[config.mk]
export PLATFORM = sky130hd
export DESIGN_NAME = cache_pmem_arbiter
export DESIGN_NICKNAME = d
export VERILOG_FILES = /design/src/rtl/cache_pmem_arbiter.sv
export SDC_FILE = /design/constraint.sdc
export NUM_CORES = 1
export LEC_CHECK = 0
export ABC_CLOCK_PERIOD_IN_PS = 2700
export CORE_AREA = 2 2 394 396
export CTS_CLUSTER_DIAMETER = 80
export DETAILED_ROUTE_END_ITERATION = 10
export DIE_AREA = 0 0 396 398
export SKIP_CTS_REPAIR_TIMING = 1
export SYNTH_ARGS = -nofsm -noshare
export SYNTH_HDL_FRONTEND = slang
export SYNTH_SLANG_ARGS = --single-unit
[constraint.sdc]
create_clock -name clk -period 2.7 [get_ports clk]
set_clock_uncertainty 0.05 [all_clocks]
set_input_delay 0.54 -clock clk [delete_from_list [all_inputs] [get_ports clk]]
set_output_delay 0.54 -clock clk [all_outputs]
set_load 0.03 [all_outputs]
[src/rtl/cache_pmem_arbiter.sv]
// Arbitrates icache/dcache whole-line requests onto a single 4-beat burst pmem port.
// Optional round-robin arbitration between the caches is enabled by defining ARB_ROUND_ROBIN_EN.
module cache_pmem_arbiter #(
   parameter int S_LINE = 256,
   parameter int S_BEAT = 64,
   parameter int S_ADDR = 32
) (
   input  logic              clk,
   input  logic              rst,
   input  logic              i_read,
   input  logic [S_ADDR-1:0] i_address,
   output logic [S_LINE-1:0] i_rdata,
   output logic              i_resp,
   input  logic              d_read,
   input  logic              d_write,
   input  logic [S_ADDR-1:0] d_address,
   input  logic [S_LINE-1:0] d_wdata,
   output logic [S_LINE-1:0] d_rdata,
   output logic              d_resp,
   output logic              pmem_read,
   output logic              pmem_write,
   output logic [S_ADDR-1:0] pmem_address,
   output logic [S_BEAT-1:0] pmem_wdata,
   input  logic [S_BEAT-1:0] pmem_rdata,
   input  logic              pmem_resp
);

   localparam int N_BEATS = S_LINE / S_BEAT;
   localparam int CW      = $clog2(N_BEATS);
   localparam int OFFSET  = $clog2(S_LINE / 8);
   localparam logic [S_ADDR-1:0] OFF_MASK  = S_ADDR'((1 << OFFSET) - 1);
   localparam logic [CW-1:0]     LAST_BEAT = CW'(N_BEATS - 1);

   typedef enum logic [2:0] {
      IDLE, I_READ, D_READ, D_WRITE, DONE_I, DONE_D
   } state_e;

   state_e            state_q, state_d;
   logic [CW-1:0]     cnt_q, cnt_d;
   logic [S_ADDR-1:0] addr_q, addr_d;
   logic [S_LINE-1:0] wbuf_q, wbuf_d;
   logic [S_LINE-1:0] ibuf_q, ibuf_d;
   logic [S_LINE-1:0] dbuf_q, dbuf_d;
   logic              d_req;
   logic              d_wins;

   assign d_req = d_read | d_write;

`ifdef ARB_ROUND_ROBIN_EN
   logic last_owner_q, last_owner_d;   // 0 = icache owned the previous burst, 1 = dcache

   assign d_wins = d_req & (~i_read | ~last_owner_q);

   always_ff @(posedge clk or negedge rst) begin
      if (!rst) last_owner_q <= 1'b0;
      else      last_owner_q <= last_owner_d;
   end

   always_comb begin
      last_owner_d = last_owner_q;
      if (state_q == IDLE) begin
         if (d_wins)      last_owner_d = 1'b1;
         else if (i_read) last_owner_d = 1'b0;
      end
   end
`else
   assign d_wins = d_req;
`endif

   // NOTE: the line buffers are ordinary registers, not RAM, so they can and do reset to 0.
   always_ff @(posedge clk or negedge rst) begin
      if (!rst) begin
         state_q <= IDLE;
         cnt_q   <= '0;
         addr_q  <= '0;
         wbuf_q  <= '0;
         ibuf_q  <= '0;
         dbuf_q  <= '0;
      end else begin
         // NOTE: non-blocking so every register samples the pre-edge value of its peers.
         state_q <= state_d;
         cnt_q   <= cnt_d;
         addr_q  <= addr_d;
         wbuf_q  <= wbuf_d;
         ibuf_q  <= ibuf_d;
         dbuf_q  <= dbuf_d;
      end
   end

   always_comb begin
      // NOTE: every target gets a hold default first so no path leaves it unassigned (no latch).
      state_d = state_q;
      cnt_d   = cnt_q;
      addr_d  = addr_q;
      wbuf_d  = wbuf_q;
      ibuf_d  = ibuf_q;
      dbuf_d  = dbuf_q;
      case (state_q)
         IDLE: begin
            if (d_wins) begin
               addr_d = d_address & ~OFF_MASK;
               if (d_write) begin
                  state_d = D_WRITE;
                  wbuf_d  = d_wdata;
               end else begin
                  state_d = D_READ;
               end
            end else if (i_read) begin
               addr_d  = i_address & ~OFF_MASK;
               state_d = I_READ;
            end
         end
         I_READ, D_READ, D_WRITE: begin
            if (pmem_resp) begin
               if (state_q == I_READ) ibuf_d[cnt_q*S_BEAT +: S_BEAT] = pmem_rdata;
               if (state_q == D_READ) dbuf_d[cnt_q*S_BEAT +: S_BEAT] = pmem_rdata;
               cnt_d = cnt_q + 1'b1;
               if (cnt_q == LAST_BEAT) begin
                  cnt_d   = '0;
                  state_d = (state_q == I_READ) ? DONE_I : DONE_D;
               end
            end
         end
         DONE_I, DONE_D: state_d = IDLE;
         default:        state_d = IDLE;
      endcase
   end

   assign pmem_read    = (state_q == I_READ) || (state_q == D_READ);
   assign pmem_write   = (state_q == D_WRITE);
   assign pmem_address = addr_q;
   assign pmem_wdata   = (state_q == D_WRITE) ? wbuf_q[cnt_q*S_BEAT +: S_BEAT] : '0;
   assign i_resp       = (state_q == DONE_I);
   assign d_resp       = (state_q == DONE_D);
   assign i_rdata      = ibuf_q;
   assign d_rdata      = dbuf_q;

endmodule

# Word-level counts from Yosys, hierarchy flattened
# Cells that the tools add are included.
[word_totals]
wordCells = 44
output_inout_bits = 612
reg_bits = 805
[op_classes]
muxes = 13
add_sub_neg = 2
n_eq_ne = 9
bitwise = 1
n_shift = 3
reduce_logical = 10
[ops]
columns = ["operator", "n"]
rows = [
  ["bitwise mux 256 bit", 2],
  ["variable shift 64 x 34 -> 256 bit, first input constant", 1],
  ["variable part select 256 x 9 -> 64 bit", 1],
  ["variable part select 64 x 34 -> 256 bit", 1],
  ["2-to-1 mux 32 bit", 2],
  ["2-to-1 mux 64 bit", 1],
  ["negator 8 -> 34 bit", 1],
  ["2-to-1 mux 3 bit", 4],
  ["AND reduction 3 bit", 4],
  ["== test 3 x 2 -> 1 bit, second input constant", 2],
  ["== test 3 bit, second input constant", 2],
  ["one-hot mux 3 bit (2 select lines)", 1],
  ["!= test 2 bit, second input constant", 2],
  ["AND reduction 2 bit", 2],
  ["== test 3 x 1 -> 1 bit, second input constant", 1],
  ["zero test 3 bit", 1],
  ["!= test 3 bit, second input constant", 1],
  ["OR reduction 3 bit", 1],
  ["adder 2 x 1 -> 2 bit, second input constant", 1],
  ["== test 2 bit, second input constant", 1],
  ["2-to-1 mux 1 bit", 2],
  ["2-to-1 mux 2 bit", 1],
  ["nonzero test 2 bit", 1],
  ["logical OR 1 bit", 1],
  ["bitwise OR 1 bit", 1],
]

# Logic depth before layout (Yosys ltp)
[depth]
depth_word = 5
depth_mapped = 10

# Worst setup path before layout
# Ideal clock, no wire load.
[synth_timing]
kind = "reg-to-reg"
startpoint = "register cnt_q[1]"
endpoint = "register dbuf_q[195], in the netlist d_rdata[195]"
slack_ns = 0.036
n_path_buf = 3
path_stages_with_launch = 9
setup_time_ns = 0.065
t_arrival_ns = 2.548
synth_period_minus_slack_ns = 2.664
cell_sequence = "dfrtp_1 clkbuf_1 buf_1 inv_1 ha_1 nor4b_2 clkbuf_1 and2_1 mux2_2"
[synth_between]
elab_chain_cells = 3
[synth_lines]
columns = ["item", "line", "source"]
rows = [
  ["start: declaration", "39", "logic [CW-1:0] cnt_q, cnt_d;"],
  ["start signal: assignment", "82", "cnt_q <= cnt_d;"],
  ["negator 8 -> 34 bit *", "116", "if (state_q == D_READ) dbuf_d[cnt_q*S_BEAT +: S_BEAT] = pmem_rdata;"],
  ["variable part select 64 x 34 -> 256 bit or variable shift 64 x 34 -> 256 bit (tied branches)", "116", ""],
  ["bitwise mux 256 bit *", "116", ""],
  ["end signal: assignment", "86", "dbuf_q <= dbuf_d;"],
  ["end: declaration", "43", "logic [S_LINE-1:0] dbuf_q, dbuf_d;"],
]
# Every way passes the cells marked *; elsewhere a longest branch is shown, timed or not.
# A chain may end at the register's enable or synchronous reset.

# Worst setup path in the final report
[layout_timing]
startpoint = "register cnt_q[0]"
endpoint = "output pmem_wdata[43]"
[layout_between]
elab_chain_cells = 2
[layout_lines]
columns = ["item", "line", "source"]
rows = [
  ["variable part select 256 x 9 -> 64 bit", "132", "assign pmem_wdata = (state_q == D_WRITE) ? wbuf_q[cnt_q*S_BEAT +: S_BEAT] : '0;"],
  ["2-to-1 mux 64 bit", "132", ""],
  ["end: declaration", "23", "output logic [S_BEAT-1:0] pmem_wdata,"],
]
# Every way passes these cells.

==> results.cfg <==
[synthesis]
ys_types = 33
netlist_area_sq_um = 34200
postSynthCellCount = 2195
yosysSeqAreaShare_pct = 58.6
synth_top_area_share_pct = 58.6
yosys_warnings = 0
ys_ff_latch = 800
synth_largest_area_cell = dfrtp_1
ys_top_cells_by_area = dfrtp_1 (59%), mux2_2 (25%), and2_1 (4.7%)
avgSynthCellArea_sq_um = 15.6

[setup_path]
end_kind = output port
cp.arrival_ns = 2.45
required_ns = 2.11
start_kind = flop
crit_buf_inv = 3
cp_top_family = multiplexers
slowest_stage = mux4_2
path_max_fanout = 7
path_class = reg -> out
crit_path_frequent_cell = buf_12
critPathMaxStageDelay_ns = 0.59
worstPathCellList = buf_12, buf_12, mux4_2, nor2b_4, buf_12

[cts]
htree_num_levels = 3
path_clk_slew_ns = 0.06
clk_path_buf_depth = 3
cts_tree = yes
clockRootBuffer = clkbuf_16
clk_latency_ns = 0.69
cts_sinks = 800
numCtsBuffers = 95

[drt]
drtIter0Drc = 1016
drt_wl_total_mm = 136
remaining_drc_errors = 0
wl_per_cell_microns = 25.0
drt-met1-wl_mm = 53.0
wl_met2_mm = 67.2
vias_per_cell = 4.19
drt-pass1-iter-count = 4
num_vias = 22802
dr.max_layer_used = met5
met3_length_mm = 11.1
antenna_left = 0

[cells_and_area]
utilization_pct = 33.8
area_growth_syn_to_layout_pct = 51.8
stdcell_count = 5445
final_cell_mix = clkdlybuf4s50_1 (913), dfrtp_1 (796), mux2_2 (764)
fin_nets = 3703
layout_commonest_cell = clkdlybuf4s50_1
drive_above_1_share_pct = 39.0

[sta]
hold_viol = 0
fin_tns_setup_ns = -18.84
setup_ws_ns = -0.342
setup_viol = 91
max_freq_ghz = 0.329
period_share_pct = 113
rsz0062_at_grt = true
period_needed_ns = 3.04
drv_slew = 0
relSlewSlack_pct = 46.8
worstMarginPinSlew_ns = 0.799

[power_and_ir_drop]
powerDensity_nw_per_um2 = 1270
max-vdd-ir-drop_mv = 0.615
leakage_uw = 0.0228

[worst_hold_path]
hold_path_class = in -> async

[place]
pre_cts_ws_ns = -0.0208
dp_hpwl_mm = 105
portBuffers = 986
globalplace.congestion = 0.824
dp.cells = 5241

[floorplan]
ios = 1002
core_area_sq_um = 153000
die-area_sq_um = 158000
fp.dieW_microns = 396
num_rows = 144
start_util_pct = 22.3
chipHeight_microns = 398

[global_route]
grt_max_degree = 59
gr-usage-all-layers_pct = 16.8
grt_pass1_wl_mm = 189
antenna_found_initial = 36
grt_pass1_vias = 24528
grt_overflow = 0

[flow_run]
drv_cap = 0

[run_status]
status = complete, but fails checks
violations = setup timing
## final cells by class
cell class | count | area, sq um
fill | 15064 | 101000
multi-input combinational | 1256 | 13600
clock inverter | 41 | 569
sequential | 800 | 20000
tap | 2044 | 2560
clock buffer | 134 | 2730
timing repair buffer | 1152 | 12300
antenna | 15 | 37.5
inverter | 3 | 11.3
## flip-flops by register name (all words and copies together), names as in the netlist
| signal | cells |
|---|---|
| pmem_address | 27 |
| d_rdata | 256 |
| cnt_q | 2 |
| i_rdata | 256 |
| wbuf_q | 256 |
| state_q | 3 |
## synthesized netlist by cell type
cell type and number:
buf_6 7, conb_1 1, or3b_2 1, xnor2_1 1, nor4b_2 3, ha_1 5
buf_8 6, buf_4 27, mux4_2 64, nor4bb_1 2, nand3b_1 3, and2_1 257
nor4b_1 2, mux2i_1 1, nand2_2 1, dfrtp_1 800, mux2_2 764, o21ai_0 2
or4b_1 2, buf_1 1, nand2_1 2, and3b_1 1, nand2b_1 2, nor3_1 2
mux2_4 60, buf_2 58, clkbuf_1 41, nor2_1 4, nor4_4 1, nor2b_1 65
nor2_2 4, a21oi_1 2, inv_1 3
## per-layer routing
layer,GRT usage [%],up-vias
met3,5.96,199
met2,28.1,754
met4,6.75,28
li1,-,10000
met5,0,-
met1,19.5,11821
## final timing paths
path / cells past startpoint / to / start / slack (ns)
hold / removal: 2 / wbuf_q[81] / rst / 0.39
hold reg to reg: 1 / wbuf_q[153] / wbuf_q[153] / 0.45
setup / recovery: 5 / pmem_wdata[43] / cnt_q[0] / -0.34
setup reg to reg: 9 / d_rdata[10] / cnt_q[0] / -0.02
max in group asynchronous: 3 / wbuf_q[57] / rst / 1.14
min in group clk: 2 / wbuf_q[219] / d_wdata[219] / 0.39
## cell families (layout without fill, tap and decap cells)
group	Yosys count	count (layout)	share of synthesized area [%]
AO/OA/AOI/OAI	4	4	0.0586
XOR/XNOR	1	1	0.0256
adder cells (fa/ha/maj)	5	5	0.183
buffers and inverters	143	1330	2.43
flip-flops	800	800	58.6
multiplexers	889	889	32.1
other	1	20	0.0110
AND/OR/NAND/NOR	352	352	6.60
## where the power goes
group	leakage [uW]	switching [uW]	total [uW]	internal, uW
logic	0.0107	16700	32400	15700
registers	0.0105	2870	19900	17100
clock network	0.00161	5510	13500	7960
## metrics by stage
stage	area, sq um	hold WS, ns	power (uW)
floorplan	34200	0.194	36700
detailed placement	48100	0.441	52200
global placement	48100	0.435	51800
finish	51800	0.387	65800
CTS	51400	-0.261	66000
global route	51800	0.333	69000
Power figures use the tool's default switching activity.
==> edit 1, RTL diff (same settings) <==
The option `ARB_ROUND_ROBIN_EN` is turned on by a define.
--- a/src/rtl/cache_pmem_arbiter.sv
+++ b/src/rtl/cache_pmem_arbiter.sv
@@ -1,4 +1,6 @@
 // Arbitrates icache/dcache whole-line requests onto a single 4-beat burst pmem port.
 // Optional round-robin arbitration between the caches is enabled by defining ARB_ROUND_ROBIN_EN.
+`define ARB_ROUND_ROBIN_EN
+
 module cache_pmem_arbiter #(
    parameter int S_LINE = 256,
Function: not settled (the Yosys comparison gave no result); the edit may change what the design does.
==> edit 1 against the original RTL <==
  * The run still ends with negative setup slack left
  * Largest cell class unchanged
  * Via count increased by 11%
  * Setup slack got worse by 0.042 ns
  * Routed wire length increased by 3.0%
  * Sequential share of layout area increased by 2.3 points
  * Power decreased by 5.1%
  * Cell area decreased by 5.5%
  * Clock power decreased by 3%
  * Area after synthesis decreased by 6.0%
  * Global-route usage increased by 0.33 points
  * Count of clock-buffer cells in the layout decreased by 1
  * Sequential cell count increased by 1
  * Cell count increased by 9.9%
  * Core utilization decreased by 1.9 points
  * Non-clock buffer count increased by 10
==> edit 1: results (changes against the original RTL) <==
outcome complete, but fails checks; failing checks negative setup slack; final worst slack -0.384 ns (-0.0418 ns); cts bufs inserted 94 (-1.1%); CP max FO 13 (+6); critical path's slowest cell mux4_2; total track usage 0.171 (+0.00335); Initial DRT Pass Iterations 5 (+1); Buffers on Ports 986 (unchanged); Min-Delay Path Class input pin to asynchronous set/reset pin; FILL cells 15,600 (+3.5%); Synth cell types 30 (-9.1%); clock latency on the worst-skew pair 0.70 ns; critical path data arrival time 2.49 ns (+0.04 ns); nets 4,254 (+15%); max incr delay on CP 0.60 ns; Seq/Total Area, Yosys 0.624 (+0.0379); YS warnings 0 (unchanged); DRT Wirelength 140,000 um (+3.0%); relative slew slack 0.513 (+0.0454); first-pass GRT wire length 193,000 um (+2.1%); largest cells by area after synthesis dfrtp_1 (62%), nand2_1 (9.1%), mux2_2 (9.0%), o21ai_0 (8.0%), mux4_2 (4.5%); ratio of cells with drive above 1 in the final layout 0.196 (-0.195); hpwl dp 108,000 um (+2.5%); final setup vio count 64 (-30%); setup tns final -16.97 ns (+1.87 ns); vias in the first global route 26,100 (+6.3%); Vias 25,400 (+11%); Max Root-Sink Buffers 3 (unchanged); H-tree depth 3 (unchanged); pin count of the biggest net entering global routing 129 (+120%); Post-Synthesis Cells 2,802 (+28%); top cell family by delay on the critical path multiplexers; Post-synth ARST share 1.00 (unchanged); clock slew at reported path FFs 0.06 ns (about the same); Starting DRT DRC Count 1,517 (+49%); Root Driver clkbuf_16; top cells by count, synth dfrtp_1 (801), nand2_1 (778), o21ai_0 (515); initial antenna violation count 37 (+2.8%); Lkg Pwr 20.5 nW (-9.8%); Placed Cells 5,779 (+10%); Post-Layout Cell Count 5,984 (+9.9%); GP Congestion 0.882 (+7.0%); peak supply drop 801 uV (+30%)
edit 1: cell count changes in the layout (fill, tap and decap cells not counted), moves of 47 or more:
cell     before  now
nand2_1       2  770
o21ai_0       2  512
mux2_2      764  256
and2_1      257    2
mux2_4       60    0
buf_12       96   49
edit 1: path summary, 6_finish.rpt:
| kind | endpoint | cells past startpoint | startpoint | slack, ns |
|---|---|---|---|---|
| worst max-delay path | pmem_wdata[36] | 5 | cnt_q[0] | -0.38 |
| worst min-delay path | wbuf_q[89] | 2 | rst | 0.27 |
| worst max register to register | i_rdata[222] | 9 | cnt_q[0] | 0.06 |
| worst min register to register | d_rdata[80] | 2 | d_rdata[80] | 0.42 |
| max in group asynchronous | wbuf_q[100] | 3 | rst | 1.34 |
| min in group clk | wbuf_q[4] | 2 | d_wdata[4] | 0.39 |
edit 1: layout make-up:
cell class                      count  area [um2]  share of cell area
Tap cell                         2044        2560              0.0522
Multi-Input combinational cell   1795       11400               0.232
Sequential cell                   801       20000               0.409
Clock inverter                     36         464             0.00948
Timing Repair Buffer             1162       11800               0.241
Inverter                            5        18.8            0.000383
Clock buffer                      133        2730              0.0557
Antenna cell                        8        20.0            0.000409
edit 1: cells by family (layout without fill, tap and decap cells):
kind of cell	Yosys count	in the layout	share of synthesized area
and+or+nand+nor	889	889	0.112
adders and majority gates	5	5	0.00195
DFF	801	801	0.624
AOI/OAI and AO/OA	548	548	0.0859
buffers and inverters	210	1336	0.0330
other	1	13	0.000117
muxes	348	348	0.143
edit 1: routing by layer:
metal / global-route usage / routed length, um / part of all wire / up-vias
li1: - / - / - / 11600
met1: 0.205 / 55100 / 0.39 / 12500
met2: 0.271 / 64500 / 0.46 / 976
met3: 0.0667 / 13900 / 0.099 / 251
met4: 0.0767 / 6450 / 0.046 / 26
met5: 0 / 155 / 0.0011 / -
edit 1: worst reg2reg max path: cells and delay by family, from the launching register on:
kind	cells	cell delay [ns]
adders and majority gates	1	0.35
AOI/OAI and AO/OA	1	0.20
buffers and inverters	5	1.08
and+or+nand+nor	2	0.30
DFF	1	0.55
edit 1: report_power, final:
part           internal [mW]  switching (mW)
combinational           12.6            17.1
clock                   7.60            5.45
sequential              16.8            2.85
total                   37.1            25.4
edit 1: metrics by stage:
step,instance area (um2),worst slack [ns],util
after global placement,45200,0.140,0.295
after global routing,49000,-0.485,0.319
after floorplan,32100,0.159,-
after CTS,48400,-0.680,0.316
after detailed placement,45200,0.134,0.295
final,49000,-0.384,0.320
==> edit 2, RTL diff (same flow settings) <==
Without the edit above. Register the outputs `i_resp`, `d_resp`, `pmem_read`, `pmem_write` and `pmem_wdata`, with the module's reset; this adds one clock of latency there. The other outputs are not delayed to match.
--- a/src/rtl/cache_pmem_arbiter.sv
+++ b/src/rtl/cache_pmem_arbiter.sv
@@ -127,10 +127,20 @@
    end
 
-   assign pmem_read    = (state_q == I_READ) || (state_q == D_READ);
-   assign pmem_write   = (state_q == D_WRITE);
    assign pmem_address = addr_q;
-   assign pmem_wdata   = (state_q == D_WRITE) ? wbuf_q[cnt_q*S_BEAT +: S_BEAT] : '0;
-   assign i_resp       = (state_q == DONE_I);
-   assign d_resp       = (state_q == DONE_D);
+   always_ff @(posedge clk or negedge rst) begin
+      if (!rst) begin
+         i_resp     <= '0;
+         d_resp     <= '0;
+         pmem_read  <= '0;
+         pmem_write <= '0;
+         pmem_wdata <= '0;
+      end else begin
+         i_resp     <= (state_q == DONE_I);
+         d_resp     <= (state_q == DONE_D);
+         pmem_read  <= (state_q == I_READ) || (state_q == D_READ);
+         pmem_write <= (state_q == D_WRITE);
+         pmem_wdata <= (state_q == D_WRITE) ? wbuf_q[cnt_q*S_BEAT +: S_BEAT] : '0;
+      end
+   end
    assign i_rdata      = ibuf_q;
    assign d_rdata      = dbuf_q;
Function: not settled (the Yosys comparison gave no result); the edit may change what the design does.
==> edit 2 against the original RTL <==
  * Cell area is 1.5% higher
  * Setup slack improved by 0.47 ns
  * Via count increased by 1.1%
  * Sequential cell count increased by 68
  * Area after synthesis rose by 6.7%
  * Global-route usage grew 0.18 points
  * Power about the same
  * Routed wire length shrank 0.19%
  * Highest routed layer unchanged
==> edit 2: results (changes against the original RTL) <==
Seq/Total Area, Yosys 0.596 (+0.00985); max incr delay on CP 0.91 ns (+0.32 ns); outcome finished clean; critical path data arrival time 1.98 ns (-0.47 ns); mux share of post-synthesis cell area 0.313 (-0.00780); relative slew slack 0.334 (-0.134); top cells by count, synth dfrtp_1 (868), mux2_2 (602), and2_1 (257); largest cells by area after synthesis dfrtp_1 (60%), mux2_2 (19%), mux2_4 (7.4%), and2_1 (4.4%), mux4_2 (4.0%); adder-cell share of the synthesized area 0.00206 (+0.000228); first-pass GRT wire length 192,000 um (+1.5%); clock latency on the worst-skew pair 0.71 ns (+0.02 ns); pin count of the biggest net entering global routing 85 (+44%); peak supply drop 677 uV (+10%); reg-to-reg setup timing slack 0.36 ns (+0.38 ns); DRT Wirelength 136,000 um (-0.19%); placed inst area 49,200 um2 (+2.4%); cts bufs inserted 103 (+8.4%); Max Root-Sink Buffers 3 (unchanged); initial antenna violation count 26 (-28%); compound-gate portion of the synthesized area 0.000687 (+0.000100); total track usage 0.170 (+0.00178); Starting DRT DRC Count 917 (-9.7%); critical path's slowest cell clkdlybuf4s50_1; Lkg Pwr 23.5 nW (+3.1%); CP max FO 2 (-5); nets 3,697 (-0.16%); top cell family by delay on the critical path buffers and inverters; Synth cell types 34 (+3.0%); min Tclk post-route 2.57 ns (-0.474 ns); Buffers on Ports 986 (unchanged); Initial DRT Pass Iterations 4 (unchanged); DR vias/cell 4.24 (+1.3%); Power Internal 40.9 mW (+0.42%); CP Launch Point d_rdata[217]; GP Congestion 0.819 (-0.61%); Post-Synth XOR/XNOR Area 0 (-0.000256); hpwl dp 102,000 um (-2.9%); ratio of cells with drive above 1 in the final layout 0.328 (-0.0622); vias in the first global route 24,800 (+0.95%); Placement Setup Slack 0.101 ns (+0.121 ns); reg2reg start cnt_q[1]
edit 2: cell types whose count changed in the layout (fill, tap and decap cells not counted), moves of 4 or more:
cell             delta
mux2_2            -162
mux2_4            +120
buf_4              -80
clkdlybuf4s50_1    +70
dfrtp_1            +70
buf_12             -50
mux2_1             +42
nor2b_1            +24
nor2b_4            -20
buf_6              -13
bufinv_16           -5
clkbuf_8            +5
clkbuf_1            +4
nor2b_2             -4
edit 2: stage by stage:
stage	power [mW]	hold slack (ns)	instances
finish	65.7	0.305	5436
floorplan	38.8	0.194	2262
detailed placement	52.7	0.430	5239
CTS	66.9	-0.360	5422
global placement	52.3	0.420	5239
global route	69.0	0.263	5428
edit 2: cells by family (layout without fill, tap and decap cells):
family,Yosys count,after routing
AO/OA/AOI/OAI,5,5
adder cells (fa/ha/maj),6,6
buffers and inverters,138,1255
flip-flops,868,868
multiplexers,889,889
other,1,18
AND/OR/NAND/NOR,351,351
edit 2: path summary, 6_finish.rpt:
path | to | cells past startpoint
worst max-delay path | d_rdata[217] | 1
worst min-delay path | i_rdata[185] | 2
worst max register to register | i_rdata[190] | 6
worst min register to register | i_rdata[41] | 1
max in group asynchronous | d_rdata[170] | 4
min in group clk | wbuf_q[249] | 2
edit 2: per-layer routing:
metal	vias up	GRT usage	wire length, um
met5	-	0	168
met4	26	0.0509	3890
met3	203	0.0616	11000
met2	755	0.288	67000
met1	12000	0.200	53700
li1	10000	-	-
edit 2: final cells by class:
| cell class | instances | area, um2 |
|---|---|---|
| flip-flops and latches | 868 | 21700 |
| clock inverters | 33 | 359 |
| clock buffers | 150 | 2980 |
| well taps | 2044 | 2560 |
| inverters | 3 | 11.3 |
| fillers | 15000 | 101000 |
| diodes | 13 | 32.5 |
| repair buffers | 1069 | 11100 |
| multi-input cells | 1256 | 13900 |
edit 2: power groups by stage:
stage               clock [mW]  sequential [mW]  combinational, mW
global route              14.8             22.1               32.0
global placement             0             21.5               30.8
detailed placement           0             21.7               31.0
finish                    13.8             21.5               30.4
floorplan                    0             27.6               11.2
CTS                       14.3             21.5               31.0
